<file path="src/rtl/pipeline_hazard_ctrl.sv">
// Hazard and sequencing controller for the 5-stage MIPS pipeline: load enables,
// flush/bubble control, operand forwarding selects and HI/LO multi-cycle tracking.
module pipeline_hazard_ctrl #(
  parameter int unsigned MUL_CYCLES = 4,
  parameter int unsigned DIV_CYCLES = 16
) (
  input  logic       Clk,
  input  logic       Reset,
  input  logic [4:0] ID_RS,
  input  logic [4:0] ID_RT,
  input  logic       ID_USES_RS,
  input  logic       ID_USES_RT,
  input  logic       ID_BRANCH_TAKEN,
  input  logic       ID_MULDIV_START,
  input  logic       ID_MULDIV_IS_DIV,
  input  logic       ID_READS_HILO,
  input  logic [4:0] EX_REG,
  input  logic [4:0] MEM_REG,
  input  logic [4:0] WB_REG,
  input  logic       EX_RF_ENABLE,
  input  logic       MEM_RF_ENABLE,
  input  logic       WB_RF_ENABLE,
  input  logic       EX_LOAD_INSTR,
  output logic       PC_LE,
  output logic       IF_ID_LE,
  output logic       IF_ID_FLUSH,
  output logic       ID_EX_BUBBLE,
  output logic [1:0] FWD_A,
  output logic [1:0] FWD_B,
  output logic       MULDIV_BUSY,
  output logic       MULDIV_DONE
);

  typedef enum logic [0:0] {IDLE = 1'b0, BUSY = 1'b1} state_t;

  localparam logic [5:0] MUL_LOAD = 6'(MUL_CYCLES - 32'd1);
  localparam logic [5:0] DIV_LOAD = 6'(DIV_CYCLES - 32'd1);

  state_t     state_r, state_nxt_s;
  logic [5:0] cnt_r, cnt_nxt_s;
  logic       busy_s, load_use_s, hilo_stall_s, stall_s;

  // Youngest producing stage wins, so EX is checked before MEM before WB.
  function automatic logic [1:0] fwd_sel(
    input logic [4:0] src,
    input logic       uses,
    input logic [4:0] ex_reg,
    input logic       ex_en,
    input logic [4:0] mem_reg,
    input logic       mem_en,
    input logic [4:0] wb_reg,
    input logic       wb_en
  );
    logic [1:0] sel;
    sel = 2'b00;
    if (uses && (src != 5'd0)) begin
      if (ex_en && (ex_reg == src)) begin
        sel = 2'b01;
      end else if (mem_en && (mem_reg == src)) begin
        sel = 2'b10;
      end else if (wb_en && (wb_reg == src)) begin
        sel = 2'b11;
      end else begin
        sel = 2'b00;
      end
    end else begin
      sel = 2'b00;
    end
    return sel;
  endfunction

  assign busy_s       = (state_r == BUSY);
  assign load_use_s   = EX_LOAD_INSTR && EX_RF_ENABLE && (EX_REG != 5'd0) &&
                        ((ID_USES_RS && (EX_REG == ID_RS)) ||
                         (ID_USES_RT && (EX_REG == ID_RT)));
  assign hilo_stall_s = busy_s && (ID_READS_HILO || ID_MULDIV_START);
  assign stall_s      = load_use_s || hilo_stall_s;

  // HI/LO unit state and occupancy counter register.
  always_ff @(posedge Clk or negedge Reset) begin
    if (!Reset) begin
      state_r <= IDLE;
      cnt_r   <= 6'd0;
    end else begin
      state_r <= state_nxt_s;
      cnt_r   <= cnt_nxt_s;
    end
  end

  // Next-state logic: a start is only accepted when the instruction actually leaves ID.
  always_comb begin
    state_nxt_s = state_r;
    cnt_nxt_s   = cnt_r;
    case (state_r)
      IDLE: begin
        if (ID_MULDIV_START && !stall_s) begin
          cnt_nxt_s   = ID_MULDIV_IS_DIV ? DIV_LOAD : MUL_LOAD;
          state_nxt_s = BUSY;
        end else begin
          state_nxt_s = IDLE;
        end
      end
      BUSY: begin
        if (cnt_r != 6'd0) begin
          cnt_nxt_s = cnt_r - 6'd1;
        end else begin
          state_nxt_s = IDLE;
        end
      end
      default: begin
        state_nxt_s = IDLE;
        cnt_nxt_s   = 6'd0;
      end
    endcase
  end

  // Pipeline controls; held in their safe values while reset is asserted.
  always_comb begin
    PC_LE        = 1'b0;
    IF_ID_LE     = 1'b0;
    IF_ID_FLUSH  = 1'b0;
    ID_EX_BUBBLE = 1'b1;
    FWD_A        = 2'b00;
    FWD_B        = 2'b00;
    MULDIV_BUSY  = 1'b0;
    MULDIV_DONE  = 1'b0;
    if (Reset) begin
      PC_LE        = !stall_s;
      IF_ID_LE     = !stall_s;
      ID_EX_BUBBLE = stall_s;
      IF_ID_FLUSH  = ID_BRANCH_TAKEN && !stall_s;
      FWD_A        = fwd_sel(ID_RS, ID_USES_RS, EX_REG, EX_RF_ENABLE,
                             MEM_REG, MEM_RF_ENABLE, WB_REG, WB_RF_ENABLE);
      FWD_B        = fwd_sel(ID_RT, ID_USES_RT, EX_REG, EX_RF_ENABLE,
                             MEM_REG, MEM_RF_ENABLE, WB_REG, WB_RF_ENABLE);
      MULDIV_BUSY  = busy_s;
      MULDIV_DONE  = busy_s && (cnt_r == 6'd0);
    end else begin
      MULDIV_BUSY  = 1'b0;
    end
  end

endmodule

</file>
<file path="config.mk">
export PLATFORM = sky130hd
export DESIGN_NAME = pipeline_hazard_ctrl
export DESIGN_NICKNAME = d
export VERILOG_FILES = /design/src/rtl/pipeline_hazard_ctrl.sv
export SDC_FILE = /design/constraint.sdc
export NUM_CORES = 1
export LEC_CHECK = 0
export CORE_UTILIZATION = 35
export CTS_CLUSTER_SIZE = 24
export DETAILED_ROUTE_END_ITERATION = 6
export GPL_ROUTABILITY_DRIVEN = 0
export PLACE_DENSITY = 0.8
export SYNTH_ARGS = -nofsm -noshare
export SYNTH_HDL_FRONTEND = slang
export SYNTH_SLANG_ARGS = --single-unit
</file>
<file path="constraint.sdc">
create_clock -name Clk -period 3.4 [get_ports Clk]
set_input_delay 1.02 -clock Clk [delete_from_list [all_inputs] [get_ports Clk]]
set_output_delay 1.02 -clock Clk [all_outputs]
set_load 0.005 [all_outputs]
</file>
==> results of run 1 <==
-- critical path, stage by stage --
cell     delay, ns
buf_6         0.09
buf_6         0.12
xnor2_2       0.17
nand3_2       0.14
o32ai_2       0.33
buf_4         0.19
nand2_4       0.06
buf_6         0.11
and4_1        0.16
buf_2         0.12
-- how the worst max path moves through the flow --
stage	slack, ns	endpoint	depth (start not counted)
floorplan	0.23	PC_LE	5
global placement	-0.64	IF_ID_FLUSH	6
detailed placement	-0.72	IF_ID_LE	9
CTS	-0.02	IF_ID_FLUSH	7
global route	-0.15	IF_ID_FLUSH	10
finish	-0.14	IF_ID_FLUSH	10
-- what timing repair did --
action | CTS | global route
buffers inserted | 8 | 7
endpoints found under the setup margin | 8 | 8
gates resized for setup | 116 | 49
cloned | 0 | 0
pin swaps | 27 | 28
-- metrics by stage --
stage | cells | utilization | TNS [ns]
floorplan | 119 | - | 0
global placement | 219 | 0.6456 | -4.764
detailed placement | 219 | 0.6456 | -5.296
CTS | 229 | 0.7047 | -0.01631
global route | 236 | 0.7593 | -0.5204
finish | 236 | 0.7593 | -0.3011
-- power by group through the flow --
| stage | Clock [mW] | Combinational, mW | Sequential [mW] |
|---|---|---|---|
| after floorplan | 0 | 0.236 | 0.154 |
| after global placement | 0 | 0.361 | 0.175 |
| after detailed placement | 0 | 0.388 | 0.178 |
| after CTS | 0.0776 | 0.407 | 0.178 |
| after global routing | 0.0854 | 0.489 | 0.191 |
| final | 0.0786 | 0.460 | 0.185 |
-- metal layers --
metal	vias to the layer above	GRT usage
li1	614	-
met2	105	0.5271
met4	0	0.1491
met5	-	0
met3	35	0.1045
met1	657	0.3735
-- cell type report --
| cell class | instances | area (µm²) |
|---|---|---|
| Sequential cell | 7 | 175.2 |
| Clock buffer | 4 | 26.28 |
| Fill cell | 163 | 601.8 |
| Multi-Input combinational cell | 106 | 952.2 |
| Timing Repair Buffer | 85 | 691.9 |
| Tap cell | 30 | 37.54 |
| Inverter | 4 | 15.01 |
-- cell families after synthesis --
logic type,count (synthesis),synth area share
buf+inv,6,0.02818
fa+ha+maj,1,0.01342
simple gates,49,0.2832
mux,2,0.02148
compound gates,24,0.1839
flops,7,0.1879
xor+xnor,30,0.2819
-- cell usage in the layout, fill, tap and decap left out, types with 3 or more instances in the layout --
master,instances
xnor2_1,5
buf_4,30
nand2_1,7
nor2_1,4
buf_6,12
nand3_2,3
clkbuf_2,8
o21ai_0,4
nand3_1,6
xor2_1,14
clkbuf_4,3
clkdlybuf4s15_1,4
nor3_1,3
nor4_2,3
clkdlybuf4s50_1,11
a21oi_1,3
buf_2,15
dlymetal6s2s_1,3
or4_4,3
dfrtp_1,7
nand2_2,3
xnor2_2,7
-- flip-flops by register name (all words and copies together), names as in the netlist --
register,flops
busy_s,1
cnt_r,6
==> flow_summary_export.csv, run 1 <==
group,metric,value,unit
outcome,status,"complete, but fails checks",
outcome,violations,"negative setup slack",
placement,placed_area,1614,µm²
worst_setup_path,crit_type,"in2out",
global_routing,grt_max_degree,12,
clock_network,clockBufferDepth,2,
synthesis,syn_area,932.1,µm²
synthesis,synth_top_area_cell,"dfrtp_1",
synthesis,synth_cell_types,37,
worst_setup_path,cp-start-kind,"input port",
global_routing,grt_overflow,0,
die,initial_core_util,0.3729,
clock_network,cts_inserted_buffers,3,
die,die_area,2874,µm²
power_and_ir_drop,p_sw_frac,0.4642,
worst_setup_path,cp_max_fo,3,
die,io_pins,47,
sta,maxSlewViolCount,0,
synthesis,ys_ff_latch,7,
synthesis,yosysSeqAreaShare,0.1879,
clock_network,cts_root_buf,"clkbuf_4",
clock_network,clk_pin_slew,0.05,ns
routing,wl_met2,2333,µm
routing,post-route-drc-count,0,
synthesis,syn-instance-count,119,
synthesis,async_reset_ff_frac,1.000,
power_and_ir_drop,p_int,0.3878,mW
clock_network,cts_tree,"built",
global_routing,grt_pass1_wl,6582,µm
routing,first_pass_iters,6,
hold_path,min_from,"cnt_r[5]",
placement,numPortBuffers,46,
routing,wl_met1,1762,µm
worst_setup_path,timing.rr.end,"cnt_r[3]",
hold_path,whs_endpoint,"cnt_r[5]",
synthesis,synth_edf_count,0,
final_layout,finalNetCount,245,
global_routing,grt_usage,0.3199,
worst_setup_path,cp-end-kind,"output port",
synthesis,syn_avg_cell_area,7.833,µm²
routing,wl,4701,µm
global_routing,grt_pass1_vias,1399,
synthesis,synth-main-ff-cell,"dfrtp_1",
power_and_ir_drop,pwr-share-clk,0.109,
synthesis,synth_top_area_frac,0.1879,
routing,routedWlPerCell,19.92,µm
power_and_ir_drop,powerDensity,381.3,nW/µm²
sta,rsz0062_at_grt,"yes",
worst_setup_path,worstSetupStartpoint,"EX_REG[4]",
routing,vias_per_cell,5.979,
placement,dp_hpwl,2876,µm
sta,hold_viol,0,
power_and_ir_drop,switchingPower,0.3360,mW
clock_network,clock_latency,0.26,ns
clock_network,hold_buffers,0,
synthesis,synth_area_leaders,"dfrtp_1 19%, xor2_1 15%, xnor2_1 13%, nand3_1 4.8%, nand2_1 4.0%",
synthesis,synth_most_common_cell,"xor2_1",
final_layout,syn2layout_area_growth,103.6,%
routing,drt_iter0_markers,77,
worst_setup_path,worst_r2r_path_depth,6,
sta,setup_viol,8,
power_and_ir_drop,comb_power_share,0.636,
sta,tightest_slew,0.4503,ns
routing,top_layer,"met4",
clock_network,clock_sinks,7,
sta,fmax,282.7,MHz
worst_setup_path,rr_startpoint,"cnt_r[0]",
synthesis,syn-num-nets,157,
sta,skew,0.007137,ns
synthesis,ys_top_cells_by_count,"16 x xor2_1, 14 x xnor2_1, 10 x nand2_1",
power_and_ir_drop,leakage,0.8857,nW
routing,postRouteAntennaNets,0,
final_layout,antenna_cells,0,
sta,worst_hold_slack,0.5833,ns
final_layout,drive_gt1_frac,0.5097,
hold_path,min_path_cells,2,
routing,vias,1411,
clock_network,cts_max_level,1,
global_routing,antenna_found_initial,0,
die,dieWidth,53.61,µm
worst_setup_path,ff2ff_setup_slack,1.52,ns
worst_setup_path,required,2.38,ns
hold_path,hp-class,"reg2reg",
sta,fin_ws,-0.1369,ns
synthesis,yosysWarnings,0,
sta,period_needed,3.537,ns
sta,slew_headroom,0.6975,
routing,wl_met3,343,µm
sta,period_share,1.040,
power_and_ir_drop,p_seq_frac,0.255,
job,max_cap_violations,0,
die,fp.coreArea,2500,µm²
power_and_ir_drop,total_power,0.7237,mW
worst_setup_path,crit_arrival,2.52,ns
placement,pre_cts_ws,-0.7230,ns
power_and_ir_drop,ir_drop,0.0004238,V
final_layout,final_cell_area,1898,µm²
die,num_rows,18,
die,fp.dieH,53.61,µm
No activity file was read; power rests on OpenSTA's default activity.
==> run 2, diff against run 1 <==
Settings changed: ABC_CLOCK_PERIOD_IN_PS set to 3400.
==> results of run 2 <==
The final DEF is identical to that of run 1; final timing and power are the same.
==> run 3, diff against run 2 <==
--- a/config.mk
+++ b/config.mk
@@ -7,9 +7,11 @@
 export LEC_CHECK = 0
 export ABC_CLOCK_PERIOD_IN_PS = 3400
-export CORE_UTILIZATION = 35
+export CELL_PAD_IN_SITES_DETAIL_PLACEMENT = 0
+export CELL_PAD_IN_SITES_GLOBAL_PLACEMENT = 2
+export CORE_UTILIZATION = 21
 export CTS_CLUSTER_SIZE = 24
 export DETAILED_ROUTE_END_ITERATION = 6
 export GPL_ROUTABILITY_DRIVEN = 0
-export PLACE_DENSITY = 0.8
+export PLACE_DENSITY = 0.88
 export SYNTH_ARGS = -nofsm -noshare
 export SYNTH_HDL_FRONTEND = slang
==> constraint.sdc (replaced) <==
create_clock -name Clk -period 3.4 [get_ports Clk]
set_input_delay 1.02 -clock Clk [delete_from_list [all_inputs] [get_ports Clk]]
set_output_delay 1.02 -clock Clk [all_outputs]
set_load 0.05 [all_outputs]
==> flow_summary_export.csv, run 3 (synthesis gave the netlist of run 1 again) <==
group,metric,value,unit
sta,period_needed,3.378,ns
global_routing,grt_pass1_vias,1179,
clock_network,clockBufferDepth,2,
global_routing,grt_overflow,0,
routing,post-route-drc-count,0,
hold_path,hp-class,"reg2reg",
worst_setup_path,required,2.38,ns
global_routing,grt_usage,0.1504,
placement,dp_hpwl,2752,µm
global_routing,grt_pass1_wl,5237,µm
clock_network,cts_inserted_buffers,3,
clock_network,clock_latency,0.23,ns
worst_setup_path,worst_r2r_path_depth,6,
routing,wl,3381,µm
worst_setup_path,cp-end-kind,"output port",
final_layout,top_register,"cnt_r",
worst_setup_path,ff2ff_setup_slack,1.74,ns
sta,tns,0,ns
job,max_cap_violations,0,
die,fp.coreArea,4144,µm²
die,initial_core_util,0.2249,
sta,fmax,296.0,MHz
clock_network,clk_pin_slew,0.04,ns
power_and_ir_drop,p_seq_frac,0.229,
final_layout,drive_gt1_frac,0.4462,
power_and_ir_drop,switchingPower,0.3400,mW
routing,drt_iter0_markers,86,
power_and_ir_drop,p_sw_frac,0.4324,
power_and_ir_drop,p_int,0.4464,mW
global_routing,antenna_found_initial,0,
hold_path,min_path_cells,2,
final_layout,final_common_cell,"buf_4",
sta,worst_hold_slack,0.5614,ns
hold_path,whs_endpoint,"cnt_r[4]",
hold_path,min_from,"cnt_r[4]",
sta,tightest_slew,0.3736,ns
sta,maxSlewViolCount,0,
final_layout,syn2layout_area_growth,100.1,%
power_and_ir_drop,powerDensity,421.6,nW/µm²
worst_setup_path,rr_startpoint,"cnt_r[0]",
placement,numPortBuffers,46,
routing,vias,1183,
die,io_pins,47,
clock_network,hold_buffers,0,
routing,first_pass_iters,4,
clock_network,cts_max_level,1,
clock_network,cts_root_buf,"clkbuf_8",
placement,dp_cells,236,
clock_network,clock_sinks,7,
sta,period_share,0.9935,
sta,hold_viol,0,
power_and_ir_drop,comb_power_share,0.616,
die,dieWidth,68.63,µm
global_routing,grt_max_degree,12,
outcome,status,"finished clean",
sta,skew,0.004257,ns
clock_network,cts_tree,"built",
power_and_ir_drop,total_power,0.7865,mW
placement,placed_area,1752,µm²
sta,setup_viol,0,
die,die_area,4709,µm²
final_layout,stdcell_count,245,
worst_setup_path,crit_arrival,2.36,ns
sta,rsz0062_at_grt,"yes",
power_and_ir_drop,pwr-share-clk,0.155,
worst_setup_path,crit_type,"in2out",
routing,postRouteAntennaNets,0,
final_layout,final_cell_area,1866,µm²
worst_setup_path,cp_max_fo,4,
worst_setup_path,timing.rr.end,"cnt_r[3]",
die,fp.dieH,68.63,µm
sta,slew_headroom,0.7509,
power_and_ir_drop,ir_drop,0.0001232,V
final_layout,largest_reg_flops,6,
final_layout,finalNetCount,234,
die,num_rows,23,
routing,routedWlPerCell,13.80,µm
routing,vias_per_cell,4.829,
worst_setup_path,cp-start-kind,"input port",
power_and_ir_drop,leakage,0.7988,nW
final_layout,antenna_cells,0,
final_layout,final_cell_mix,"27 x buf_4, 13 x xnor2_1, 12 x xor2_1",
run 3: changes by cell type in the layout (fill, tap and decap cells not counted), moves of 4 or more:
| cell | delta |
|---|---|
| clkbuf_2 | -5 |
| clkdlybuf4s15_1 | -4 |
| xnor2_1 | +8 |
| buf_2 | -5 |
| xnor2_2 | -6 |
| buf_12 | +8 |
run 3: timing repair:
item                       CTS  global route
setup buffers                4             1
setup endpoints to repair    8             8
pin swaps                   19            18
gates resized for setup     86            44
run 3: final cells by class:
type | instances | area [µm²]
Multi-Input combinational cell | 106 | 827.0
Clock buffer | 4 | 45.04
Tap cell | 50 | 62.56
Fill cell | 419 | 2278
Sequential cell | 7 | 175.2
Inverter | 4 | 15.01
Timing Repair Buffer | 74 | 740.7
run 3: routing by layer:
layer	global-route usage	up-vias	wire length [µm]
met5	0	-	0
met3	0.02138	4	191
met4	0.06771	0	38
met1	0.1631	548	1390
met2	0.2843	47	1761
li1	-	584	-
run 3: worst max path at each step:
stage	from	endpoint	slack, ns	cells after the start
finish	EX_REG[0]	IF_ID_FLUSH	0.02	6
global route	WB_REG[1]	FWD_B[1]	-0.02	7
CTS	ID_RS[1]	FWD_A[1]	-0.02	8
detailed placement	EX_REG[4]	IF_ID_FLUSH	-0.41	6
global placement	ID_RS[4]	IF_ID_FLUSH	-0.39	8
floorplan	EX_REG[4]	PC_LE	0.006	5
run 3: power by group through the flow:
stage | Combinational (mW) | Clock (mW) | Sequential, mW
after CTS | 0.472 | 0.124 | 0.179
after global routing | 0.529 | 0.129 | 0.188
after detailed placement | 0.476 | 0 | 0.179
after floorplan | 0.292 | 0 | 0.154
after global placement | 0.466 | 0 | 0.177
final | 0.485 | 0.122 | 0.180
run 3: worst max-delay path, stage by stage:
cell and delay (ns):
buf_6 0.10, or4_4 0.53, o211a_1 0.25, nand2_2 0.09, and4_4 0.24, buf_12 0.13
run 3: through the flow:
| step | setup slack, ns | util |
|---|---|---|
| after floorplan | 0.005954 | - |
| after global placement | -0.3927 | 0.4227 |
| after detailed placement | -0.4111 | 0.4227 |
| after CTS | -0.01653 | 0.4309 |
| after global routing | -0.02211 | 0.4502 |
| final | 0.02205 | 0.4502 |
